## src/rtl/alu_arbiter_if.sv

```systemverilog
`default_nettype none
// ============================================================================
// Module   : alu_arbiter_if
// Brief    : Request, shared-ALU and response signal bundle for alu_arbiter.
// Revision : 1.0 - initial release
// ============================================================================
interface alu_arbiter_if #(
    parameter int WIDTH = 32,
    parameter int OPW   = 3
);
    logic             req0_valid;
    logic [WIDTH-1:0] req0_a;
    logic [WIDTH-1:0] req0_b;
    logic [OPW-1:0]   req0_op;
    logic             req0_ready;

    logic             req1_valid;
    logic [WIDTH-1:0] req1_a;
    logic [WIDTH-1:0] req1_b;
    logic [OPW-1:0]   req1_op;
    logic             req1_ready;

    logic [WIDTH-1:0] alu_a;
    logic [WIDTH-1:0] alu_b;
    logic [OPW-1:0]   alu_op;
    logic [WIDTH-1:0] alu_c;

    logic             resp_valid;
    logic             resp_id;
    logic [WIDTH-1:0] resp_data;
    logic             resp_ready;

    logic [15:0]      op_count;

    // Arbiter side
    modport slave (
        input  req0_valid, req0_a, req0_b, req0_op,
        input  req1_valid, req1_a, req1_b, req1_op,
        output req0_ready, req1_ready,
        output alu_a, alu_b, alu_op,
        input  alu_c,
        output resp_valid, resp_id, resp_data,
        input  resp_ready,
        output op_count
    );

    // Requester / ALU / consumer side
    modport master (
        output req0_valid, req0_a, req0_b, req0_op,
        output req1_valid, req1_a, req1_b, req1_op,
        input  req0_ready, req1_ready,
        input  alu_a, alu_b, alu_op,
        output alu_c,
        input  resp_valid, resp_id, resp_data,
        output resp_ready,
        input  op_count
    );
endinterface
`default_nettype wire

```

## src/rtl/alu_arbiter.sv

```systemverilog
`default_nettype none
// ============================================================================
// Module   : alu_arbiter
// Brief    : Round-robin arbiter sharing one combinational ALU between two
//            requesters; one operation in flight, registered response.
// Revision : 1.0 - initial release
// ============================================================================
module alu_arbiter #(
    parameter int WIDTH = 32,
    parameter int OPW   = 3
) (
    input  wire logic    clk,
    input  wire logic    reset,
    alu_arbiter_if.slave bus
);

    typedef enum logic [1:0] {
        IDLE = 2'd0,
        EXEC = 2'd1,
        RESP = 2'd2
    } state_t;

    state_t           r_state;
    state_t           w_next;
    logic             w_grant0;
    logic             w_grant1;

    logic [WIDTH-1:0] r_a;
    logic [WIDTH-1:0] r_b;
    logic [OPW-1:0]   r_op;
    logic             r_id;
    logic             r_last;
    logic [WIDTH-1:0] r_resp_data;
    logic             r_resp_id;
    logic [15:0]      r_op_count;

    always_ff @(posedge clk) begin
        if (reset) begin
            r_state <= IDLE;
        end else begin
            r_state <= w_next;
        end
    end

    // r_last names the previous winner; on contention the other side wins.
    always_comb begin
        w_next   = r_state;
        w_grant0 = 1'b0;
        w_grant1 = 1'b0;
        case (r_state)
            IDLE: begin
                if (!reset) begin
                    w_grant0 = bus.req0_valid && (!bus.req1_valid || r_last);
                    w_grant1 = bus.req1_valid && (!bus.req0_valid || !r_last);
                end
                if (w_grant0 || w_grant1) begin
                    w_next = EXEC;
                end
            end
            EXEC: begin
                w_next = RESP;
            end
            RESP: begin
                if (bus.resp_ready) begin
                    w_next = IDLE;
                end
            end
            default: begin
                w_next = IDLE;
            end
        endcase
    end

    always_ff @(posedge clk) begin
        if (reset) begin
            r_a         <= '0;
            r_b         <= '0;
            r_op        <= '0;
            r_id        <= 1'b0;
            r_last      <= 1'b1;
            r_resp_data <= '0;
            r_resp_id   <= 1'b0;
            r_op_count  <= 16'd0;
        end else begin
            if (w_grant0 || w_grant1) begin
                r_a    <= w_grant1 ? bus.req1_a  : bus.req0_a;
                r_b    <= w_grant1 ? bus.req1_b  : bus.req0_b;
                r_op   <= w_grant1 ? bus.req1_op : bus.req0_op;
                r_id   <= w_grant1;
                r_last <= w_grant1;
            end
            if (r_state == EXEC) begin
                r_resp_data <= bus.alu_c;
                r_resp_id   <= r_id;
            end
            if ((r_state == RESP) && bus.resp_ready) begin
                r_op_count <= r_op_count + 16'd1;
            end
        end
    end

    assign bus.req0_ready = w_grant0;
    assign bus.req1_ready = w_grant1;
    assign bus.alu_a      = r_a;
    assign bus.alu_b      = r_b;
    assign bus.alu_op     = r_op;
    assign bus.resp_valid = (r_state == RESP);
    assign bus.resp_id    = r_resp_id;
    assign bus.resp_data  = r_resp_data;
    assign bus.op_count   = r_op_count;

endmodule
`default_nettype wire

```

## src/flat_wrapper.sv

```systemverilog
// flat-port wrapper written by rule: the top's interface ports become plain ports
module alu_arbiter_flat 
#(
    parameter int WIDTH = 32,
    parameter int OPW   = 3
)
  (clk, reset, bus_req0_valid, bus_req0_a, bus_req0_b, bus_req0_op, bus_req1_valid, bus_req1_a, bus_req1_b, bus_req1_op, bus_req0_ready, bus_req1_ready, bus_alu_a, bus_alu_b, bus_alu_op, bus_alu_c, bus_resp_valid, bus_resp_id, bus_resp_data, bus_resp_ready, bus_op_count);
  alu_arbiter_if #(.WIDTH(WIDTH), .OPW(OPW)) bus_i ();
  input  wire logic clk;
  input  wire logic reset;
  input wire logic [$bits(bus_i.req0_valid)-1:0] bus_req0_valid;
  input wire logic [$bits(bus_i.req0_a)-1:0] bus_req0_a;
  input wire logic [$bits(bus_i.req0_b)-1:0] bus_req0_b;
  input wire logic [$bits(bus_i.req0_op)-1:0] bus_req0_op;
  input wire logic [$bits(bus_i.req1_valid)-1:0] bus_req1_valid;
  input wire logic [$bits(bus_i.req1_a)-1:0] bus_req1_a;
  input wire logic [$bits(bus_i.req1_b)-1:0] bus_req1_b;
  input wire logic [$bits(bus_i.req1_op)-1:0] bus_req1_op;
  output wire logic [$bits(bus_i.req0_ready)-1:0] bus_req0_ready;
  output wire logic [$bits(bus_i.req1_ready)-1:0] bus_req1_ready;
  output wire logic [$bits(bus_i.alu_a)-1:0] bus_alu_a;
  output wire logic [$bits(bus_i.alu_b)-1:0] bus_alu_b;
  output wire logic [$bits(bus_i.alu_op)-1:0] bus_alu_op;
  input wire logic [$bits(bus_i.alu_c)-1:0] bus_alu_c;
  output wire logic [$bits(bus_i.resp_valid)-1:0] bus_resp_valid;
  output wire logic [$bits(bus_i.resp_id)-1:0] bus_resp_id;
  output wire logic [$bits(bus_i.resp_data)-1:0] bus_resp_data;
  input wire logic [$bits(bus_i.resp_ready)-1:0] bus_resp_ready;
  output wire logic [$bits(bus_i.op_count)-1:0] bus_op_count;
  assign bus_i.req0_valid = bus_req0_valid;
  assign bus_i.req0_a = bus_req0_a;
  assign bus_i.req0_b = bus_req0_b;
  assign bus_i.req0_op = bus_req0_op;
  assign bus_i.req1_valid = bus_req1_valid;
  assign bus_i.req1_a = bus_req1_a;
  assign bus_i.req1_b = bus_req1_b;
  assign bus_i.req1_op = bus_req1_op;
  assign bus_req0_ready = bus_i.req0_ready;
  assign bus_req1_ready = bus_i.req1_ready;
  assign bus_alu_a = bus_i.alu_a;
  assign bus_alu_b = bus_i.alu_b;
  assign bus_alu_op = bus_i.alu_op;
  assign bus_i.alu_c = bus_alu_c;
  assign bus_resp_valid = bus_i.resp_valid;
  assign bus_resp_id = bus_i.resp_id;
  assign bus_resp_data = bus_i.resp_data;
  assign bus_i.resp_ready = bus_resp_ready;
  assign bus_op_count = bus_i.op_count;
  alu_arbiter #(.WIDTH(WIDTH), .OPW(OPW)) u_core (.clk(clk), .reset(reset), .bus(bus_i));
endmodule
```

## config.mk

```make
export PLATFORM = sky130hd
export DESIGN_NAME = alu_arbiter_flat
export DESIGN_NICKNAME = d
export VERILOG_FILES = /design/src/rtl/alu_arbiter_if.sv /design/src/rtl/alu_arbiter.sv /design/src/flat_wrapper.sv
export SDC_FILE = /design/constraint.sdc
export NUM_CORES = 1
export LEC_CHECK = 0
export CORE_ASPECT_RATIO = 0.7
export CORE_MARGIN = 5
export CORE_UTILIZATION = 41
export DETAILED_ROUTE_END_ITERATION = 16
export PLACE_DENSITY = 0.93
export SLEW_MARGIN = 20
export SYNTH_ARGS = -nofsm -noshare
export SYNTH_HDL_FRONTEND = slang
export SYNTH_SLANG_ARGS = --single-unit
```

## constraint.sdc

```tcl
create_clock -name clk -period 5.3 [get_ports clk]
set_input_delay 0.53 -clock clk [delete_from_list [all_inputs] [get_ports clk]]
set_output_delay 0.53 -clock clk [all_outputs]
set_load 0.02 [all_outputs]
```

[After elaboration in Yosys (flattened, before gate mapping)]
Cells that the tools add are included.
Operators by class
  equal/unequal tests: 4
  shift operators: 0
  reduce and logical (&&, ||, !) cells: 12
  order comparisons: 0
  bitwise operators: 0
  add/subtract/negate cells: 1
  mux-type cells: 12
  multiply operators: 0
  div/mod/pow operators: 0
Operators by type and width (number)
  two-way mux 32 bit: 2
  adder 16 x 1 -> 16 bit (second input constant): 1
  two-way mux 1 bit: 6
  case mux 2 bit (3 select lines): 1
  logical OR 1 bit: 4
  two-way mux 2 bit: 2
  != test 2 x 1 -> 1 bit (second input constant): 2
  logical AND 1 bit: 3
  logical NOT 1 bit: 3
  two-way mux 3 bit: 1
  == test 2 x 1 -> 1 bit (second input constant): 1
  == test 2 bit (second input constant): 1
  logical NOT 2 bit: 1
  AND reduction 2 bit: 1
Word-level totals
  bits in registers: 120
  input bits: 171
  memories: 0
  ROM bits: 0
  RAM bits: 0
  output and inout bits: 119
  bits in latches: 0
  word-level logic and storage cells: 38

[Logic depth before layout (Yosys ltp)]
Gate-level depths: netlist (run 1).
  word-level depth: 8
  depth in mapped cells: 8
  gate-level depth less buffers: 5

[Worst setup path before layout (run 1)]
Ideal clock, no wire load.
  kind: input -> output
  start point: input reset
  end point: output bus_req1_ready
  cell stages on the path: 4
  data required time: 4.770 ns
  buffers on the path: 3
  setup slack: 3.117 ns
  arrival time: 1.653 ns
  cells stage by stage: clkbuf_1 > clkbuf_1 > buf_1 > nor2_1
Between the ends
  word-level cells in the longest chain between the ends: 3
Ends and longest elaborated chain
  start: declaration: RTL line flat_wrapper.sv:10  | input wire logic reset;
  two-way mux 1 bit: RTL line alu_arbiter.sv:52  | if (!reset) begin
  two-way mux 1 bit (2 in series): RTL line alu_arbiter.sv:50  | case (r_state)
  end: declaration: RTL line flat_wrapper.sv:20  | output wire logic [$bits(bus_i.req1_ready)-1:0] bus_req1_ready;
Every way passes these cells. The select of a mux whose other input is x is not followed.

[Final worst setup path (run 1)]
  start point: input bus_req0_valid
  end point: output bus_req1_ready
Between the ends
  word-level cells in the longest chain between the ends: 6
Ends and longest elaborated chain
  start: declaration: RTL line flat_wrapper.sv:11  | input wire logic [$bits(bus_i.req0_valid)-1:0] bus_req0_valid;
  logical NOT 1 bit: RTL line alu_arbiter.sv:54  | w_grant1 = bus.req1_valid && (!bus.req0_valid || !r_last);
  logical OR 1 bit: RTL line alu_arbiter.sv:54
  logical AND 1 bit: RTL line alu_arbiter.sv:54
  two-way mux 1 bit: RTL line alu_arbiter.sv:52
  two-way mux 1 bit (2 in series): RTL line alu_arbiter.sv:50
Every way passes these cells. The select of a mux whose other input is x is not followed.

==> flow_summary.json, run 1 <==
{
  "run_status": "complete, no violations",
  "gp_congestion": 0.8216,
  "crit_required_ps": 4770,
  "slew_viol_final": 0,
  "grt_pass1_wl_um": 26390,
  "max_cap_violations": 0,
  "startpoint_type": "input pin",
  "drt-total-wl_um": 16790,
  "cp.buffers_inverters": 3,
  "max_slew.worst_pin.slew_ps": 905.0,
  "area_growth_pct": 63.99,
  "cts-root-buf": "clkbuf_16",
  "syn_inst": 627,
  "path_delay_family": "buffers and inverters",
  "first_global_vias": 5239,
  "critPathMaxStageDelay_ps": 570,
  "crit_fanout": 68,
  "synth.distinct_cells": 38,
  "clock_latency_ps": 400,
  "crit_top_cell": "clkdlybuf4s50_1",
  "firstDrtPassIters": 4,
  "tns_ps": 0,
  "worst-r2r-cell-count": 5,
  "async_flop_share_pct": 0,
  "cts_sinks": 120,
  "io_pins": 290,
  "ys.flop_type": "dfxtp_1",
  "die_x_um": 147.3,
  "rr_endpoint": "u_core.bus.alu_b[7]",
  "ant_nets": 0,
  "final_area_um2": 8879,
  "cts_buffers": 17,
  "irDropWorstVdd_mv": 0.2108,
  "layout_common_cells": "288 x clkdlybuf4s50_1, 209 x nand2_1, 120 x dfxtp_1, 79 x nor2_1, 62 x a311oi_2",
  "fillCellCount": 1002,
  "instances_no_fill": 1068,
  "timing.rr.start": "u_core.r_state[1]",
  "finClkSkew_ps": 11.80,
  "ys_warn_count": 0,
  "clk_pin_slew_ps": 60,
  "post_cts_resized": 0,
  "hold_depth": 2,
  "cts_tree": "yes",
  "final-setup-viol-count": 0,
  "vias": 5288,
  "drt-initial-drc-count": 318,
  "cp_cell_sequence": "clkdlybuf4s50_1, nand2_1, nand3_2, buf_4, nor2_1, clkdlybuf4s50_1",
  "avgSynthCellArea_um2": 8.635,
  "yosysSeqAreaShare_pct": 44.37,
  "syn_nets": 799,
  "clock_path_buffers": 2,
  "hold_violations": 0,
  "fmax_mhz": 334.9,
  "grt_max_degree": 136,
  "vias_per_cell": 4.951,
  "period_minus_slack_ps": 2986,
  "cts_hold_buffers": 0,
  "fin_crit_sh_pct": 56.34,
  "drcViolationCount": 0,
  "track_usage_pct": 20.84,
  "io_buffer_count": 289,
  "p_per_area_nw_per_um2": 321.3,
  "slew_headroom_pct": 39.66,
  "wire_per_inst_um": 15.72,
  "crit_type": "in -> out",
  "cpMaxStageDelayCell": "clkdlybuf4s50_1",
  "antenna-diode-count": 0,
  "synth_edf_count": 0,
  "hpwl_um": 11910,
  "post-place-cells": 1036,
  "rsz0062_at_grt": "false",
  "antenna_found_initial": 0,
  "start_util_pct": 41.49,
  "fp.coreArea_um2": 13050,
  "fin_nets": 1061,
  "p_leak_nw": 3.182,
  "ys_ff_latch": 120,
  "htree_levels": 4,
  "hp-class": "reg -> reg",
  "rows": 35,
  "r2r_slack_ps": 3330,
  "cp.arrival_ps": 2460,
  "dpl_cell_area_um2": 8263,
  "cts_setup_buffers": 0,
  "drive_above_1_share_pct": 13.19,
  "grt-ovfl-total": 0,
  "die_h_um": 106.1,
  "critPathCaptureType": "primary output",
  "worstHoldEndpoint": "u_core.bus.resp_data[16]",
  "layout_commonest_cell": "clkdlybuf4s50_1",
  "syn-cell-area_um2": 5414,
  "dieArea_um2": 15640,
  "min-delay-start": "u_core.bus.resp_data[16]"
}
[registers in the layout, summed over array words and instances (netlist names)]
| name | flops |
|---|---|
| u_core.bus.alu_op | 3 |
| u_core.r_state | 2 |
| u_core.bus.alu_b | 32 |
| u_core.bus.resp_id | 1 |
| u_core.r_id | 1 |
| u_core.bus.op_count | 16 |
| u_core.r_last | 1 |
| u_core.bus.resp_data | 32 |
| u_core.bus.alu_a | 32 |
[Yosys cell counts (all sizes together), types with 2 or more instances]
cell type,n,area [um2]
xnor2,6,52.55
inv,5,18.77
clkbuf,30,112.6
dfxtp,120,2402
nand2b,2,12.51
nor3,5,25.02
a21oi,40,200.2
buf,22,202.7
nand3,2,10.01
nor2b,5,31.28
a311oi,67,974.7
mux2,2,22.52
nand2,209,784.5
nor2,87,346.6
and3,2,12.51
xor2,3,26.28
nand4,5,37.53
nor4,3,40.04
nand3b,2,15.01
[cell type report]
type | count | area, um2 | share of cell area (%)
Sequential cell | 120 | 2402 | 27.06
Tap cell | 166 | 207.7 | 2.339
Timing Repair Buffer | 295 | 2948 | 33.20
Inverter | 5 | 18.77 | 0.2114
Multi-Input combinational cell | 450 | 2686 | 30.26
Clock inverter | 15 | 190.2 | 2.142
Clock buffer | 17 | 425.4 | 4.791
[stage by stage]
step	hold slack [ps]	setup slack [ps]	power [mW]	utilization (%)
after floorplan	432.3	3117	1.382	-
after global placement	440.9	2322	1.665	63.32
after detailed placement	445.9	2286	1.678	63.32
after CTS	453.7	2288	2.885	68.03
after global routing	463.6	2140	2.974	68.03
final	451.7	2314	2.853	68.03
[how the worst max path moves through the flow]
stage / startpoint / to / cells after the start
after global routing: bus_req0_valid / bus_req1_ready / 6
after floorplan: reset / bus_req1_ready / 4
final: bus_req0_valid / bus_req1_ready / 6
after detailed placement: bus_req0_valid / bus_req1_ready / 6
after global placement: bus_req0_valid / bus_req1_ready / 6
after CTS: bus_req0_valid / bus_req1_ready / 6
[worst register-to-register path, stage by stage, from the launching register on]
cell and delay (ps):
dfxtp_1 390, nor2_2 230, and3_2 200, buf_4 550
nand2_1 270, a311oi_2 250
[report_power, final]
group          leakage, nW  internal [mW]  switching (mW)
Clock                0.305          0.752           0.446
Sequential           0.984          0.973          0.0382
Combinational         1.89          0.319           0.325
[layer usage]
metal | GRT usage (%) | share of wire [%] | routed length [um] | vias up
met3 | 8.649 | 8.9 | 1489 | 24
li1 | - | - | - | 2656
met1 | 23.12 | 40 | 6786 | 2416
met4 | 6.184 | 1.7 | 278 | 0
met5 | 0 | 0 | 0 | -
met2 | 36.70 | 49 | 8236 | 192
[cells by family after synthesis]
group,after synthesis,synth area share [%]
simple gates,326,24.87
flops,120,44.37
compound gates,112,22.49
buf+inv,57,6.171
xor+xnor,9,1.456
mux,2,0.4160
fa+ha+maj,1,0.2311
(Power assumes the default switching activity.)
==> inputs of run 2 (changes only) <==
--- a/config.mk
+++ b/config.mk
@@ -7,9 +7,9 @@
 export LEC_CHECK = 0
 export CORE_ASPECT_RATIO = 0.7
 export CORE_MARGIN = 5
-export CORE_UTILIZATION = 41
+export CORE_UTILIZATION = 36
 export DETAILED_ROUTE_END_ITERATION = 16
-export PLACE_DENSITY = 0.93
+export PLACE_DENSITY = 0.87
 export SLEW_MARGIN = 20
 export SYNTH_ARGS = -nofsm -noshare
 export SYNTH_HDL_FRONTEND = slang
==> constraint.sdc (replaced) <==
create_clock -name clk -period 2.6 [get_ports clk]
set_input_delay 0.26 -clock clk [delete_from_list [all_inputs] [get_ports clk]]
set_output_delay 0.26 -clock clk [all_outputs]
set_load 0.02 [all_outputs]
==> flow_summary.json, run 2 (synthesized netlist as in run 1, its figures left out) <==
{
  "drcViolationCount": 0,
  "regArea_um2": 2402,
  "area_growth_pct": 66.42,
  "fmax_mhz": 441.4,
  "comb_power_share_pct": 22.4,
  "clock_latency_ps": 400,
  "cts_hold_buffers": 0,
  "drive_above_1_share_pct": 13.77,
  "ant_nets": 0,
  "grt_max_degree": 84,
  "worst-r2r-cell-count": 4,
  "max_cap_violations": 0,
  "power.internal_mw": 4.281,
  "cts_setup_buffers": 0,
  "grt-ovfl-total": 0,
  "finClkSkew_ps": 7.569,
  "vias": 5296,
  "irDropWorstVdd_mv": 0.3968,
  "grt_pass1_wl_um": 26670,
  "gp_congestion": 0.8056,
  "clock_power_share_pct": 42.9,
  "gr-usage-met2_pct": 31.49,
  "cts-root-buf": "clkbuf_16",
  "firstDrtPassIters": 4,
  "clk_pin_slew_ps": 60,
  "htree_levels": 4,
  "final-setup-viol-count": 0,
  "critPathCaptureType": "primary output",
  "clock_path_buffers": 2,
  "seqPwrFrac_pct": 34.7,
  "power_mw": 5.951,
  "grt-busiest-layer": "met2",
  "post_cts_resized": 0,
  "startpoint_type": "flip-flop",
  "crit_required_ps": 2340,
  "hold_depth": 2,
  "p_per_area_nw_per_um2": 660.5,
  "first_global_vias": 5184,
  "max_slew.worst_pin.slew_ps": 649.9,
  "p_leak_nw": 3.229,
  "die_h_um": 112.6,
  "drt-total-wl_um": 17150,
  "die_x_um": 156.6,
  "fin_crit_sh_pct": 87.14,
  "rsz0062_at_grt": "false",
  "multiInputGateArea_um2": 2686,
  "cts_buffers": 17,
  "io_buffer_count": 289,
  "period_minus_slack_ps": 2266,
  "vias_per_cell": 4.801,
  "hp-class": "in -> reg",
  "layout_common_cells": "288 x clkdlybuf4s50_1, 209 x nand2_1, 120 x dfxtp_1, 79 x nor2_1, 62 x a311oi_2",
  "hold_violations": 0,
  "slew_headroom_pct": 56.67,
  "hpwl_um": 12760,
  "dieArea_um2": 17630,
  "cp.arrival_ps": 2010,
  "power_switching_mw": 1.670,
  "io_pins": 290,
  "wire_per_inst_um": 15.55,
  "fillCellCount": 1261,
  "antenna-diode-count": 0,
  "cts_sinks": 120,
  "layout_commonest_cell": "clkdlybuf4s50_1",
  "use_met1_pct": 21.79,
  "antenna_found_initial": 0,
  "fp.coreArea_um2": 14720,
  "track_usage_pct": 18.64,
  "start_util_pct": 36.78,
  "crit_fanout": 8,
  "cts_tree": "yes",
  "drt-initial-drc-count": 234,
  "power.share.switching_pct": 28.06,
  "tns_ps": 0,
  "run_status": "complete, no violations",
  "grt_util_met3_pct": 8.285,
  "slew_viol_final": 0,
  "fin_nets": 1067,
  "rows": 37,
  "crit_type": "reg -> out"
}
## run 2: area by class of cell
type / count / share of cell area [%]
clock buffer: 17 / 4.722
sequential: 120 / 26.66
tap: 195 / 2.708
multi-input combinational: 450 / 29.82
timing repair buffer: 301 / 33.50
clock inverter: 15 / 2.389
inverter: 5 / 0.2083
## run 2: worst paths after layout
check,from,endpoint,slack (ps)
setup / recovery,u_core.r_state[1],bus_req0_ready,330
hold / removal,reset,u_core.bus.op_count[5],320
setup reg to reg,u_core.r_state[1],u_core.bus.op_count[9],680
hold reg to reg,u_core.bus.resp_data[16],u_core.bus.resp_data[16],450
## run 2: layer usage
metal	vias up	wire length, um	part of all wire [%]
met1	2437	6945	40
met4	0	171	1.0
li1	2674	-	-
met2	172	8316	48
met5	-	0	0
met3	13	1721	10
## run 2: critical path, stage by stage (launching register included)
cell             delay, ps
dfxtp_1                420
nor2_2                 230
nand2_1                120
nor3_1                 190
clkdlybuf4s50_1        650
## run 2: metrics by stage
stage,util [%],hold slack [ps],instances,setup WS [ps],area [um2]
after global placement,56.85,439.5,1071,545.0,8369
after floorplan,-,396.0,627,795.1,5414
after CTS,61.20,304.1,1103,295.6,9010
after detailed placement,56.85,445.9,1071,510.9,8369
final,61.20,316.9,1103,334.4,9010
after global routing,61.20,318.7,1103,189.7,9010
## run 2: power groups by stage
stage               combinational [mW]  clock, mW  sequential (mW)
finish                            1.33       2.55             2.07
global route                      1.43       2.72             2.08
CTS                               1.35       2.61             2.07
detailed placement                1.34          0             2.10
global placement                  1.32          0             2.10
floorplan                        0.555          0             2.26
==> inputs of run 3 (changes only) <==
--- a/config.mk
+++ b/config.mk
@@ -6,7 +6,7 @@
 export NUM_CORES = 1
 export LEC_CHECK = 0
 export CORE_ASPECT_RATIO = 0.7
-export CORE_MARGIN = 5
+export CORE_MARGIN = 2
 export CORE_UTILIZATION = 36
 export DETAILED_ROUTE_END_ITERATION = 16
 export PLACE_DENSITY = 0.87
==> flow_summary.json, run 3 (synthesized netlist as in run 1, its figures left out) <==
{
  "final_area_um2": 9017,
  "cpMaxStageDelayCell": "clkdlybuf4s50_1",
  "cp_cell_sequence": "nor2_2, nand2_1, nor3_1, clkdlybuf4s50_1",
  "r2r_slack_ps": 700,
  "antenna-diode-count": 0,
  "p_per_area_nw_per_um2": 659.6,
  "rr_endpoint": "u_core.bus.op_count[9]",
  "setup_slack_ps": 285.3,
  "irDropWorstVdd_mv": 0.4304,
  "clk_pin_slew_ps": 60,
  "cp.arrival_ps": 2050,
  "critPathCaptureType": "primary output",
  "comb_power_share_pct": 22.4,
  "vias_per_cell": 4.833,
  "clock_path_buffers": 2,
  "clock_latency_ps": 400,
  "cts_buffers": 17,
  "crit_path_end": "bus_req0_ready",
  "worst_hold_slack_ps": 398.0,
  "crit_type": "reg -> out",
  "pre_cts_ws_ps": 491.9,
  "grt_pass1_wl_um": 26230,
  "crit_fanout": 8,
  "cts_setup_buffers": 0,
  "worst-r2r-cell-count": 4,
  "firstDrtPassIters": 4,
  "seqPwrFrac_pct": 34.7,
  "post_cts_resized": 0,
  "wire_per_inst_um": 14.95,
  "slew_headroom_pct": 62.49,
  "drcViolationCount": 0,
  "crit_required_ps": 2340,
  "power.internal_mw": 4.281,
  "htree_levels": 4,
  "track_usage_pct": 20.43,
  "final-setup-viol-count": 0,
  "grt_max_degree": 94,
  "clock_power_share_pct": 42.9,
  "power.share.switching_pct": 28.02,
  "power_switching_mw": 1.667,
  "path_delay_family": "buffers and inverters",
  "dpl_cell_area_um2": 8377,
  "fmax_mhz": 432.0,
  "ant_nets": 0,
  "fp.coreArea_um2": 14680,
  "drive_above_1_share_pct": 13.38,
  "p_leak_nw": 3.223,
  "first_global_vias": 5392,
  "rsz0062_at_grt": "false",
  "drt-initial-drc-count": 186,
  "drt-total-wl_um": 16430,
  "rows": 37,
  "cts_tree": "yes",
  "fin_nets": 1063,
  "cts_sinks": 120,
  "critPathMaxStageDelay_ps": 670,
  "finClkSkew_ps": 10.36,
  "layout_common_cells": "288 x clkdlybuf4s50_1, 209 x nand2_1, 120 x dfxtp_1, 79 x nor2_1, 62 x a311oi_2",
  "die_h_um": 106.6,
  "gp_congestion": 0.7784,
  "setup.worst_path.start": "u_core.r_state[1]",
  "startpoint_type": "flip-flop",
  "cp.buffers_inverters": 1,
  "tns_ps": 0,
  "cts_hold_buffers": 0,
  "die_x_um": 150.6,
  "grt-ovfl-total": 0,
  "cp.depth": 4,
  "cts-root-buf": "clkbuf_16",
  "timing.rr.start": "u_core.r_state[1]",
  "run_status": "complete, no violations",
  "hp-class": "in -> reg",
  "vias": 5312,
  "start_util_pct": 36.89,
  "hold_violations": 0,
  "io_buffer_count": 289,
  "hpwl_um": 11410,
  "layout_commonest_cell": "clkdlybuf4s50_1",
  "dieArea_um2": 16050,
  "slew_viol_final": 0,
  "max_cap_violations": 0,
  "area_growth_pct": 66.56,
  "max_slew.worst_pin.slew_ps": 562.7,
  "io_pins": 290,
  "antenna_found_initial": 0,
  "period_minus_slack_ps": 2315,
  "fin_crit_sh_pct": 89.03
}
==> run 3: worst register-to-register path: cells and delay by family (launching register included) <==
family	cells	cell delay, ps
mux	1	320
flops	1	550
simple gates	3	910
==> run 3: per-layer routing <==
layer / vias up / track usage [%] / part of all wire, %
li1: 2663 / - / -
met1: 2446 / 24.19 / 43
met2: 176 / 33.90 / 48
met3: 27 / 8.085 / 8.0
met4: 0 / 6.676 / 1.7
met5: - / 0 / 0
==> run 3: worst min path at each step <==
stage	end	slack, ps	start	depth (start not counted)
after floorplan	u_core.bus.resp_data[0]	400	bus_alu_c[0]	2
after global placement	u_core.bus.resp_id	440	u_core.r_id	2
after detailed placement	u_core.bus.resp_data[31]	450	u_core.bus.resp_data[31]	2
after CTS	u_core.bus.resp_data[17]	380	bus_alu_c[17]	3
after global routing	u_core.bus.resp_data[0]	380	bus_alu_c[0]	3
final	u_core.bus.resp_data[16]	400	bus_alu_c[16]	3
==> run 3: through the flow <==
stage / instances / utilization (%) / total power [mW]
CTS: 1099 / 61.45 / 6.002
floorplan: 627 / - / 2.818
finish: 1099 / 61.45 / 5.948
global route: 1099 / 61.45 / 6.221
global placement: 1067 / 57.08 / 3.416
detailed placement: 1067 / 57.08 / 3.441
==> run 3: layout make-up <==
class                      count  area [um2]
clock inverter                15       215.2
sequential                   120        2402
inverter                       5       18.77
fill                        1232        5658
multi-input combinational    450        2686
timing repair buffer         297        3025
tap                          195       244.0
clock buffer                  17       425.4
==> run 3: power groups by stage <==
stage	Clock (mW)	Sequential, mW	Combinational, mW
5_1_grt	2.70	2.08	1.44
3_5_place_dp	0	2.10	1.34
3_3_place_gp	0	2.10	1.32
4_1_cts	2.59	2.07	1.34
2_1_floorplan	0	2.26	0.555
6_report	2.55	2.07	1.33
==> RTL edit (flow settings as in run 2) <==
The 3 states of `state_t` get a one-hot encoding in 3 bits.
--- a/src/rtl/alu_arbiter.sv
+++ b/src/rtl/alu_arbiter.sv
@@ -16,6 +16,6 @@
 
-    typedef enum logic [1:0] {
-        IDLE = 2'd0,
-        EXEC = 2'd1,
-        RESP = 2'd2
+    typedef enum logic [2:0] {
+        IDLE = 3'b001,
+        EXEC = 3'b010,
+        RESP = 3'b100
     } state_t;
Behaviour: same outputs for any inputs over 10 cycles, from zero or initial values and one cycle with reset high; not proved beyond that.
==> RTL edit against run 2 <==
Sequential cell count is 1 higher; synthesized cell count is 11% lower; sequential share of layout area is 0.11 points higher; die area is 1.4% higher; area after synthesis is 1.5% higher; setup slack worse by 0.057 ns; wire length is 0.71% lower; power is 1.4% lower; final area is 0.43% higher; critical path type unchanged.
==> RTL edit: results (changes against run 2) <==
| Metric | Value |
|---|---|
| Crit path arrival time | `2.06 ns (was 2.01 ns)` |
| Fillers | `1251 (was 1261)` |
| Post-Place Worst Slack | `0.4244 ns (was 0.5109 ns)` |
| FF-to-FF End | `u_core.bus.alu_b[8] (was u_core.bus.op_count[9])` |
| Vias in the first global route | `4979 (was 5184)` |
| Initial DRC Count | `197 (was 234)` |
| Compound-Gate Fraction of Synth Area | `0.1999 (was 0.2249)` |
| Met1 Use GR | `0.2062 (was 0.2179)` |
| Comb. pwr | `0.00127 W (was 0.00133 W)` |
| Final WS setup | `0.2778 ns (was 0.3344 ns)` |
| Synth Area per Inst | `9.848 sq um (was 8.635 sq um)` |
| Post-synth top cells | `121 x dfxtp_1, 82 x nor2_1, 77 x nand2_1 (was 209 x nand2_1, 120 x dfxtp_1, 79 x nor2_1)` |
| R2R setup slack | `0.62 ns (was 0.68 ns)` |
| Combinational fraction of design power | `0.217 (was 0.224)` |
| GRT met2 Usage | `0.2986 (was 0.3149)` |
| Multiplexer share of the synthesized area | `0.1259 (was 0.004160)` |
| Setup crit start | `u_core.r_state[2] (was u_core.r_state[1])` |
| Synth Area in XOR/XNOR | `0.01434 (was 0.01456)` |
| Dominant cells by area after synthesis | `dfxtp_1 44%, a211oi_2 15%, mux2i_1 12% (was dfxtp_1 44%, a311oi_2 17%, nand2_1 14%)` |
| Dpl hpwl | `12640 microns (was 12760 microns)` |
| DP Area | `0.008412 sq mm (was 0.008369 sq mm)` |
| Initial antenna violation count | `2 (was 0)` |
| Outcome | `completed (unchanged)` |
| Min-Delay Path Depth | `4 (was 2)` |
| DR WL/cell | `16.44 microns (was 15.55 microns)` |
| Max rail drop VDD | `376.7 uV (was 396.8 uV)` |
| Gr usage total | `0.1796 (was 0.1864)` |
| Critical-path maximum fanout | `9 (was 8)` |
| CP delay by family, top | `simple AND/OR/NAND/NOR gates (was buffers and inverters)` |
| Share of cells above drive strength 1 | `0.1357 (was 0.1377)` |
| Placed cells | `1003 (was 1071)` |
| Final Skew | `0.007430 ns (was 0.007569 ns)` |
## RTL edit: layer usage
metal	vias up	wire [microns]	part of all wire
met5	-	20	0.0012
met4	2	356	0.021
met3	31	1859	0.11
met2	189	7950	0.47
met1	2273	6846	0.40
li1	2500	-	-
## RTL edit: layout make-up
type | instances | area, sq um | share of cell area
Clock buffer | 19 | 442.9 | 0.04895
Multi-Input combinational cell | 389 | 2758 | 0.3048
Clock inverter | 13 | 191.4 | 0.02116
Tap cell | 195 | 244.0 | 0.02696
Sequential cell | 121 | 2422 | 0.2677
Timing Repair Buffer | 296 | 2980 | 0.3294
Inverter | 2 | 7.507 | 0.0008296
Antenna cell | 1 | 2.502 | 0.0002765
## RTL edit: worst register-to-register path, stage by stage, from the launching register on
cell and delay [ns]:
dfxtp_1 0.41, nor4b_2 0.42, o21a_4 0.37, buf_12 0.34
nor2_1 0.15, a211oi_2 0.21
